==> src/rtl/cmd_scheduler_pkg.sv <==
// Shared encodings for the sensor command scheduler: FSM states, command bytes,
// response codes and sensor operation codes.
package cmd_scheduler_pkg;

  typedef enum logic [2:0] {
    StIdle,
    StDecode,
    StStart,
    StWaitSensor,
    StSendCode,
    StWaitCode,
    StSendData,
    StWaitData
  } state_e;

  localparam logic [7:0] CmdStatus    = 8'h01;
  localparam logic [7:0] CmdTemp      = 8'h02;
  localparam logic [7:0] CmdHumid     = 8'h03;
  localparam logic [7:0] CmdContTemp  = 8'h04;
  localparam logic [7:0] CmdContHumid = 8'h05;
  localparam logic [7:0] CmdStop      = 8'h06;

  localparam logic [7:0] RespStatus    = 8'h07;
  localparam logic [7:0] RespTemp      = 8'h08;
  localparam logic [7:0] RespHumid     = 8'h09;
  localparam logic [7:0] RespStopped   = 8'h0A;
  localparam logic [7:0] RespBadAddr   = 8'hE0;
  localparam logic [7:0] RespBadCmd    = 8'hE1;
  localparam logic [7:0] RespSensorErr = 8'hE2;

  localparam logic [1:0] OpStatus = 2'd0;
  localparam logic [1:0] OpTemp   = 2'd1;
  localparam logic [1:0] OpHumid  = 2'd2;

  // Sensor operation for any read-type command (single or continuous).
  function automatic logic [1:0] cmd_op(input logic [7:0] cmd);
    case (cmd)
      CmdTemp, CmdContTemp:   return OpTemp;
      CmdHumid, CmdContHumid: return OpHumid;
      default:                return OpStatus;
    endcase
  endfunction

  function automatic logic [7:0] op_resp_code(input logic [1:0] op);
    case (op)
      OpTemp:  return RespTemp;
      OpHumid: return RespHumid;
      default: return RespStatus;
    endcase
  endfunction

endpackage

==> src/rtl/sensor_timeout_timer.sv <==
// Free-running wait counter for sensor responses; held at zero while clear is high,
// expired flags the last allowed cycle.
module sensor_timeout_timer #(
  parameter int unsigned TIMEOUT_CYCLES = 5_000_000
) (
  input  logic clock,
  input  logic reset,
  input  logic clear,
  output logic expired
);

  logic [31:0] count_q;

  always_ff @(posedge clock or posedge reset) begin
    if (reset) begin
      count_q <= 32'd0;
    end else if (clear) begin
      count_q <= 32'd0;
    end else begin
      count_q <= count_q + 32'd1;
    end
  end

  assign expired = (count_q == TIMEOUT_CYCLES - 1);

endmodule

==> src/rtl/cmd_scheduler.sv <==
// Turns 2-byte UART requests into sensor reads and 2-byte responses, with an
// optional continuous repoll mode.
module cmd_scheduler #(
  parameter int unsigned TIMEOUT_CYCLES = 5_000_000,
  parameter int unsigned ADDR_MAX       = 31
) (
  input  logic       clock,
  input  logic       reset,
  input  logic       rx_done,
  input  logic [7:0] rx_address,
  input  logic [7:0] rx_command,
  output logic [4:0] sensor_sel,
  output logic [1:0] sensor_op,
  output logic       sensor_start,
  input  logic       sensor_done,
  input  logic [7:0] sensor_data,
  input  logic       sensor_error,
  output logic [7:0] tx_data,
  output logic       tx_start,
  input  logic       tx_done,
  output logic       cont_active
);
  import cmd_scheduler_pkg::*;

  state_e      state_q;
  logic        rx_prev_q, pending_q;
  logic [7:0]  pend_addr_q, pend_cmd_q, cur_addr_q, cur_cmd_q, resp_data_q;
  logic [4:0]  cont_sel_q;
  logic [1:0]  cont_op_q;
  logic        rx_edge, timer_clear, timer_expired;

  assign rx_edge     = rx_done & ~rx_prev_q;
  // Counting starts with the sensor_start cycle so the timeout lines up with it.
  assign timer_clear = (state_q != StStart) && (state_q != StWaitSensor);

  sensor_timeout_timer #(
    .TIMEOUT_CYCLES(TIMEOUT_CYCLES)
  ) u_timer (
    .clock  (clock),
    .reset  (reset),
    .clear  (timer_clear),
    .expired(timer_expired)
  );

  always_ff @(posedge clock or posedge reset) begin
    if (reset) begin
      state_q      <= StIdle;
      // Held high so an rx_done already asserted at release is not seen as an edge.
      rx_prev_q    <= 1'b1;
      pending_q    <= 1'b0;
      pend_addr_q  <= 8'd0;
      pend_cmd_q   <= 8'd0;
      cur_addr_q   <= 8'd0;
      cur_cmd_q    <= 8'd0;
      resp_data_q  <= 8'd0;
      cont_sel_q   <= 5'd0;
      cont_op_q    <= 2'd0;
      cont_active  <= 1'b0;
      sensor_sel   <= 5'd0;
      sensor_op    <= 2'd0;
      sensor_start <= 1'b0;
      tx_data      <= 8'd0;
      tx_start     <= 1'b0;
    end else begin
      rx_prev_q    <= rx_done;
      sensor_start <= 1'b0;
      tx_start     <= 1'b0;
      if (rx_edge) begin
        pending_q   <= 1'b1;
        pend_addr_q <= rx_address;
        pend_cmd_q  <= rx_command;
      end

      unique case (state_q)
        StIdle: begin
          if (pending_q) begin
            if (!rx_edge) pending_q <= 1'b0;
            cur_addr_q <= pend_addr_q;
            cur_cmd_q  <= pend_cmd_q;
            state_q    <= StDecode;
          end else if (cont_active) begin
            sensor_sel   <= cont_sel_q;
            sensor_op    <= cont_op_q;
            sensor_start <= 1'b1;
            state_q      <= StStart;
          end
        end
        StDecode: begin
          if ({24'd0, cur_addr_q} > ADDR_MAX) begin
            tx_data     <= RespBadAddr;
            resp_data_q <= 8'd0;
            tx_start    <= 1'b1;
            state_q     <= StSendCode;
          end else begin
            case (cur_cmd_q)
              CmdStatus, CmdTemp, CmdHumid, CmdContTemp, CmdContHumid: begin
                if (cur_cmd_q == CmdContTemp || cur_cmd_q == CmdContHumid) begin
                  cont_active <= 1'b1;
                  cont_sel_q  <= cur_addr_q[4:0];
                  cont_op_q   <= cmd_op(cur_cmd_q);
                end
                sensor_sel   <= cur_addr_q[4:0];
                sensor_op    <= cmd_op(cur_cmd_q);
                sensor_start <= 1'b1;
                state_q      <= StStart;
              end
              CmdStop: begin
                cont_active <= 1'b0;
                tx_data     <= RespStopped;
                resp_data_q <= 8'd0;
                tx_start    <= 1'b1;
                state_q     <= StSendCode;
              end
              default: begin
                tx_data     <= RespBadCmd;
                resp_data_q <= 8'd0;
                tx_start    <= 1'b1;
                state_q     <= StSendCode;
              end
            endcase
          end
        end
        StStart: state_q <= StWaitSensor;
        StWaitSensor: begin
          if (sensor_done || timer_expired) begin
            tx_start <= 1'b1;
            state_q  <= StSendCode;
            if (sensor_done && !sensor_error) begin
              tx_data     <= op_resp_code(sensor_op);
              resp_data_q <= sensor_data;
            end else begin
              tx_data     <= RespSensorErr;
              resp_data_q <= 8'd0;
              cont_active <= 1'b0;
            end
          end
        end
        StSendCode: state_q <= StWaitCode;
        StWaitCode: begin
          if (tx_done) begin
            tx_data  <= resp_data_q;
            tx_start <= 1'b1;
            state_q  <= StSendData;
          end
        end
        StSendData: state_q <= StWaitData;
        StWaitData: begin
          if (tx_done) state_q <= StIdle;
        end
        default: state_q <= StIdle;
      endcase
    end
  end

endmodule

==> config.mk <==
export PLATFORM = sky130hd
export DESIGN_NAME = cmd_scheduler
export DESIGN_NICKNAME = d
export VERILOG_FILES = /design/src/rtl/cmd_scheduler_pkg.sv /design/src/rtl/sensor_timeout_timer.sv /design/src/rtl/cmd_scheduler.sv
export SDC_FILE = /design/constraint.sdc
export NUM_CORES = 1
export LEC_CHECK = 0
export ABC_CLOCK_PERIOD_IN_PS = 4100
export CORE_MARGIN = 2
export CORE_UTILIZATION = 45
export DETAILED_ROUTE_END_ITERATION = 8
export PLACE_DENSITY = 0.78
export SYNTH_ARGS = -nofsm -noshare
export SYNTH_HDL_FRONTEND = slang
export SYNTH_SLANG_ARGS = --single-unit
==> constraint.sdc <==
create_clock -name clock -period 4.1 [get_ports clock]
set_clock_uncertainty 0.1 [all_clocks]
set_input_delay 1.025 -clock clock [delete_from_list [all_inputs] [get_ports clock]]
set_output_delay 1.025 -clock clock [all_outputs]
set_load 0.005 [all_outputs]
Yosys cells after proc, flatten, opt, wreduce, memory -nomap -nowiden. Cells that the tools add are included.

Bits in registers: 102. Bits of input ports: 30. Output and inout bits: 18. Word-level logic and storage cells: 123.

Add/sub/neg operators: 1. Magnitude comparators: 1. Equal/unequal tests: 30. Mux-type cells: 52. Bitwise operators: 3. Reductions and logical operators: 19.

Operators with widths (count): $mux 8 (8); $add 32x1->32 const B (1); $eq 32x23->1 const B (1); $mux 32 (1); $pmux 8 s2 (2); $eq 8x3->1 const B (3); $pmux 3 s8 (1); $pmux 8 s3 (1); $mux 3 (7); $mux 5 (4); $eq 8x2->1 const B (2); $mux 1 (16); $ne 2x2->1 const B (8); $eq 3x3->1 const B (4); $reduce_and 4->1 (3); $pmux 5 s2 (1); $ne 3x2->1 const B (3); $ne 3x3->1 const B (3); $eq 8x1->1 const B (1); $gt 8x5->1 const B (1); $mux 2 (4); $pmux 2 s2 (2); $pmux 4 s2 (1); $eq 3x2->1 const B (2); other kinds (19) (26).

Depth between registers and ports, before layout.
Word-level depth: 6. Gate-level depth with buffers: 8. Mapped depth without buffers: 6.

Cells and area by module. A second synthesis with hierarchy kept.

Cells, all modules: 426. Area, all modules: 4872.2 sq um.

Modules (own cells, without submodules): cmd_scheduler (instances 1, cells an instance 248, area an instance 3170.5 sq um, sequential area each 1752.9 sq um); sensor_timeout_timer (instances 1, cells an instance 178, area an instance 1701.6 sq um, sequential area each 800.8 sq um).

Least setup slack after synthesis. No wires, ideal clock.

Kind: input to register. Start point: input rx_done. End point: register pend_addr_q[0]. Library setup time: 125 ps. Arrival: 2127 ps. Data required time: 3875 ps. Path slack: 1748 ps. Cell stages on the path: 4. Path buffers: 2. Cells stage by stage: nor2b_1 clkbuf_1 clkbuf_1 mux2_2.

Longest elaborated chain between the ends: 1.

RTL lines: start: declaration (line cmd_scheduler.sv:9) `input logic rx_done,`; $and 1x1->1 (line cmd_scheduler.sv:32) `assign rx_edge = rx_done & ~rx_prev_q;`; end signal: assignment (line cmd_scheduler.sv:70) `pend_addr_q <= rx_address;`; end: declaration (line cmd_scheduler.sv:27) `logic [7:0] pend_addr_q, pend_cmd_q, cur_addr_q, cur_cmd_q, resp_data_q;`.

No other way between the ends. A chain may end at the register's enable or synchronous reset.

Final worst setup path.
Start point: register state_q[2]. End point: register tx_data[0].

Longest elaborated chain between the ends: 3. Elaborated cells between the ends (all ways): 9. Those cells by class: eq/ne (6); mux (1); reduce/logical (2).

RTL lines: start: declaration (line cmd_scheduler.sv:25) `state_e state_q;`; start signal: assignment (line cmd_scheduler.sv:47) `state_q <= StIdle;`; start signal: assignment (line cmd_scheduler.sv:80) `state_q <= StDecode;`; start signal: assignment (line cmd_scheduler.sv:85) `state_q <= StStart;`; $eq 3x1->1, or another cell as far along (line cmd_scheduler.sv:74) `unique case (state_q)`; $ne 3x3->1 (no source line), or another cell as far along; $reduce_and 4->1 (no source line); end signal: assignment (line cmd_scheduler.sv:90) `tx_data <= RespBadAddr;`; end signal: assignment (line cmd_scheduler.sv:109) `tx_data <= RespStopped;`; end signal: assignment (line cmd_scheduler.sv:115) `tx_data <= RespBadCmd;`; end: declaration (line cmd_scheduler.sv:18) `output logic [7:0] tx_data,`.

Parallel ways exist; a longest one is shown, timed or not.

==> metrics.md <==
| Metric | Value |
|---|---|
| CP Launch Type | register |
| Rel. slew slack | 0.1811 |
| Mapped Nets | 454 |
| Via/cell ratio | ~5.5 |
| Residual DRC | 0 |
| Max incr delay on CP | ~0.99 ns |
| Initial Util | 0.4609 |
| Crit path max fanout | 32 |
| FFs w/ async S/R, synth | 1.000 |
| Clock root cell | clkbuf_8 |
| Worst slew pin tran | 1.228 ns |
| RSZ-0062 raised after global routing | false |
| Part of the cycle the worst path needs | 0.6149 |
| Sw frac | 0.3291 |
| TNS Setup | 0 ns |
| GR Overflow Total | 0 |
| Commonest non-fill, non-tap cell in the layout | dfrtp_1 |
| WP data arrival | 2.64 ns |
| Count of cells resized by post-cts repair | 0 |
| Hold Slack | slightly below 0.4 ns |
| CTS Buf Count | 9 |
| Pwr/cell area | between 500 and 600 mW/mm2 |
| P_int | ~0.0020 W |
| Detailed Place HPWL | ~6.6 mm |
| Crit-path cells | nand2b_1, o31ai_1, a32o_1, a21oi_1, a22oi_1 |
| Post-Syn Instances | approximately 420 |
| # rows | 37 |
| First-pass GRT wire length | roughly 16 mm |
| Core Region | roughly 0.01 mm2 |
| Total GRT Usage | 0.1760 |
| Vias in the first global route | approximately 3.3k |
| Nets | approximately 500 |
| Netlist Area Pre-Place | ~0.0047 mm2 |
| Longest Clk Path Bufs | 2 |
| Switching power total | ~0.00096 W |
| Finished Layout Cells | 607 |
| Slowest stage cell, crit path | nand2b_1 |
| Area Growth Syn to Fin | 16.16% |
| Min Tclk post-route | 2.521 ns |
| Delay-heaviest family, CP | simple AND/OR/NAND/NOR gates |
| Synthesis Warnings | 0 |
| Later-pin clock latency in the skew report | around 0.36 ns |
| Clock slew at reported path FFs | 0.09 ns |
| Detailed Route Iter0 Violations | ~140 |
| HP Class | reg -> reg |
| Clk sinks | between 100 and 150 |
| # IOs | 48 |
| Critical path class | reg -> reg |
| LEAKAGE | 2.294 nW |
| Outcome | completed |
| Largest net degree at the start of global routing | about 60 |
| # hold bufs at CTS | 0 |
| Placed Cells | ~590 |
| Number of synthesized flops with an enable pin | 0 |
| Die W | about 110 um |
| Gp weighted congestion | about 0.81 |
| Antenna violation net count after detailed routing | 0 |
| Final setup vio count | 0 |
| Hold Vio Cnt, Final | 0 |
| Seq pwr share | 0.505 |
| Die Footprint | approximately 0.011 mm2 |
| Total of max-cap violations | 0 |
| CTS tree | done |
| Initial antenna violation count | 0 |
| Mapped Avg Cell Area | about 11 um2 |
| Crit end category | register |
| Die Y-Extent | roughly 110 um |
| Pwr Total | between 0.002 and 0.003 W |
| Setup bufs post-CTS | 0 |
| Combinational power share | 0.290 |
| Synth Register Bits | 102 |
| Clk pwr share | 0.205 |
| Most frequent cells in the layout | dfrtp_1, clkdlybuf4s50_1, nor2_1, mux2_2, nand2_1 |
| Routed wire length | 9.304 mm |
| Pre-antenna DRT Iters | 4 |
| Synth unique cells | slightly above 60 |
| Peak Freq | 396.6 MHz |
| Crit path buffers/inverters | 0 |
| Port Buf Inserts | 47 |
| Main synth FF type | dfrtp_1 |
| Max Slew Vio Count | 0 |
| H-tree Lvls | 3 |
| Worst IR drop on VDD | between 0.2 and 0.3 mV |
| Required @ worst endpoint | roughly 4.2 ns |
| ANT cells | 0 |
| Drt wl/cell | 15.33 um |
| Share of layout cells above drive strength 1 | 0.1720 |
| Sequential cell area fraction in the yosys report | 0.5391 |
| Via Count | between 3k and 4k |
[final timing paths]
kind	start	endpoint	slack, ns	cells past startpoint
worst max-delay path	state_q[2]	tx_data[0]	1.58	5
worst min-delay path	cont_op_q[0]	cont_op_q[0]	0.40	2
worst max register to register	state_q[2]	tx_data[0]	1.58	5
worst min register to register	cont_op_q[0]	cont_op_q[0]	0.40	2
max in group asynchronous	reset	resp_data_q[6]	2.08	3
min in group asynchronous	reset	pend_addr_q[6]	1.03	2
[synthesized netlist by cell type, types with 5 or more instances]
cell type | instances | area [um2]
and3_1 | 6 | 37.54
nor3_1 | 5 | 25.02
a22o_2 | 6 | 60.06
clkbuf_1 | 9 | 33.78
inv_1 | 8 | 30.03
nand4_1 | 14 | 87.58
xnor2_1 | 7 | 61.31
dfrtp_1 | 101 | 2527
nand3_1 | 13 | 65.06
nand2_1 | 43 | 161.4
a21oi_1 | 9 | 45.04
xor2_1 | 19 | 166.4
o21ai_0 | 10 | 50.05
mux2_2 | 44 | 495.5
nor2_1 | 45 | 168.9
[metrics by stage]
stage / utilization / worst slack (ns) / instance area (um2)
2_1_floorplan: - / 0.3012 / 4737
3_3_place_gp: 0.5172 / 1.413 / 5315
3_5_place_dp: 0.5172 / 1.385 / 5315
4_1_cts: 0.5354 / 1.604 / 5503
5_1_grt: 0.5354 / 1.349 / 5503
6_report: 0.5354 / 1.579 / 5503
[worst register-to-register path, delay by kind of cell (launching register included)]
| kind | cells | cell delay (ns) |
|---|---|---|
| AND/OR/NAND/NOR | 1 | 0.99 |
| flip-flops | 1 | 0.65 |
| AO/OA/AOI/OAI | 4 | 0.64 |
[state kept, by name (all words and copies together), names as in the netlist, 3 cells and up]
signal and cells:
resp_data_q 8, tx_data 8, u_timer.count_q 32, cur_cmd_q 8
state_q 3, cur_addr_q 8, sensor_sel 5, cont_sel_q 5
pend_addr_q 8, pend_cmd_q 8
[cells by family (layout without fill, tap and decap cells)]
kind of cell | after synthesis | count (layout) | synth area share
AOI/OAI and AO/OA | 58 | 58 | 0.09192
adders and majority gates | 2 | 2 | 0.005282
DFF | 102 | 102 | 0.5391
buffers and inverters | 25 | 74 | 0.02483
muxes | 45 | 45 | 0.1067
and+or+nand+nor | 164 | 164 | 0.1841
xor gates and xnor gates | 26 | 26 | 0.04807
[power groups by stage]
stage / clock network [W] / logic (W) / registers, W
finish: 0.000599 / 0.000849 / 0.00147
global route: 0.000652 / 0.000944 / 0.00151
CTS: 0.000616 / 0.000853 / 0.00147
detailed placement: 0 / 0.000850 / 0.00149
global placement: 0 / 0.000818 / 0.00148
floorplan: 0 / 0.000677 / 0.00139
[routing by layer]
| metal | GRT usage | wire (um) | vias to the layer above | part of all wire |
|---|---|---|---|---|
| met3 | 0.04559 | 398 | 11 | 0.043 |
| met5 | 0 | 0 | - | 0 |
| met2 | 0.2807 | 4456 | 74 | 0.48 |
| li1 | - | - | 1604 | - |
| met4 | 0.05288 | 109 | 0 | 0.012 |
| met1 | 0.2376 | 4340 | 1668 | 0.47 |
[cell type report]
| cell class | count | area [um2] |
|---|---|---|
| fillers | 903 | 4775 |
| multi-input cells | 295 | 2066 |
| well taps | 136 | 170.2 |
| inverters | 8 | 32.53 |
| repair buffers | 50 | 493.0 |
| flip-flops and latches | 102 | 2554 |
| clock inverters | 2 | 15.01 |
| clock buffers | 14 | 172.7 |
Power figures use the tool's default switching activity.
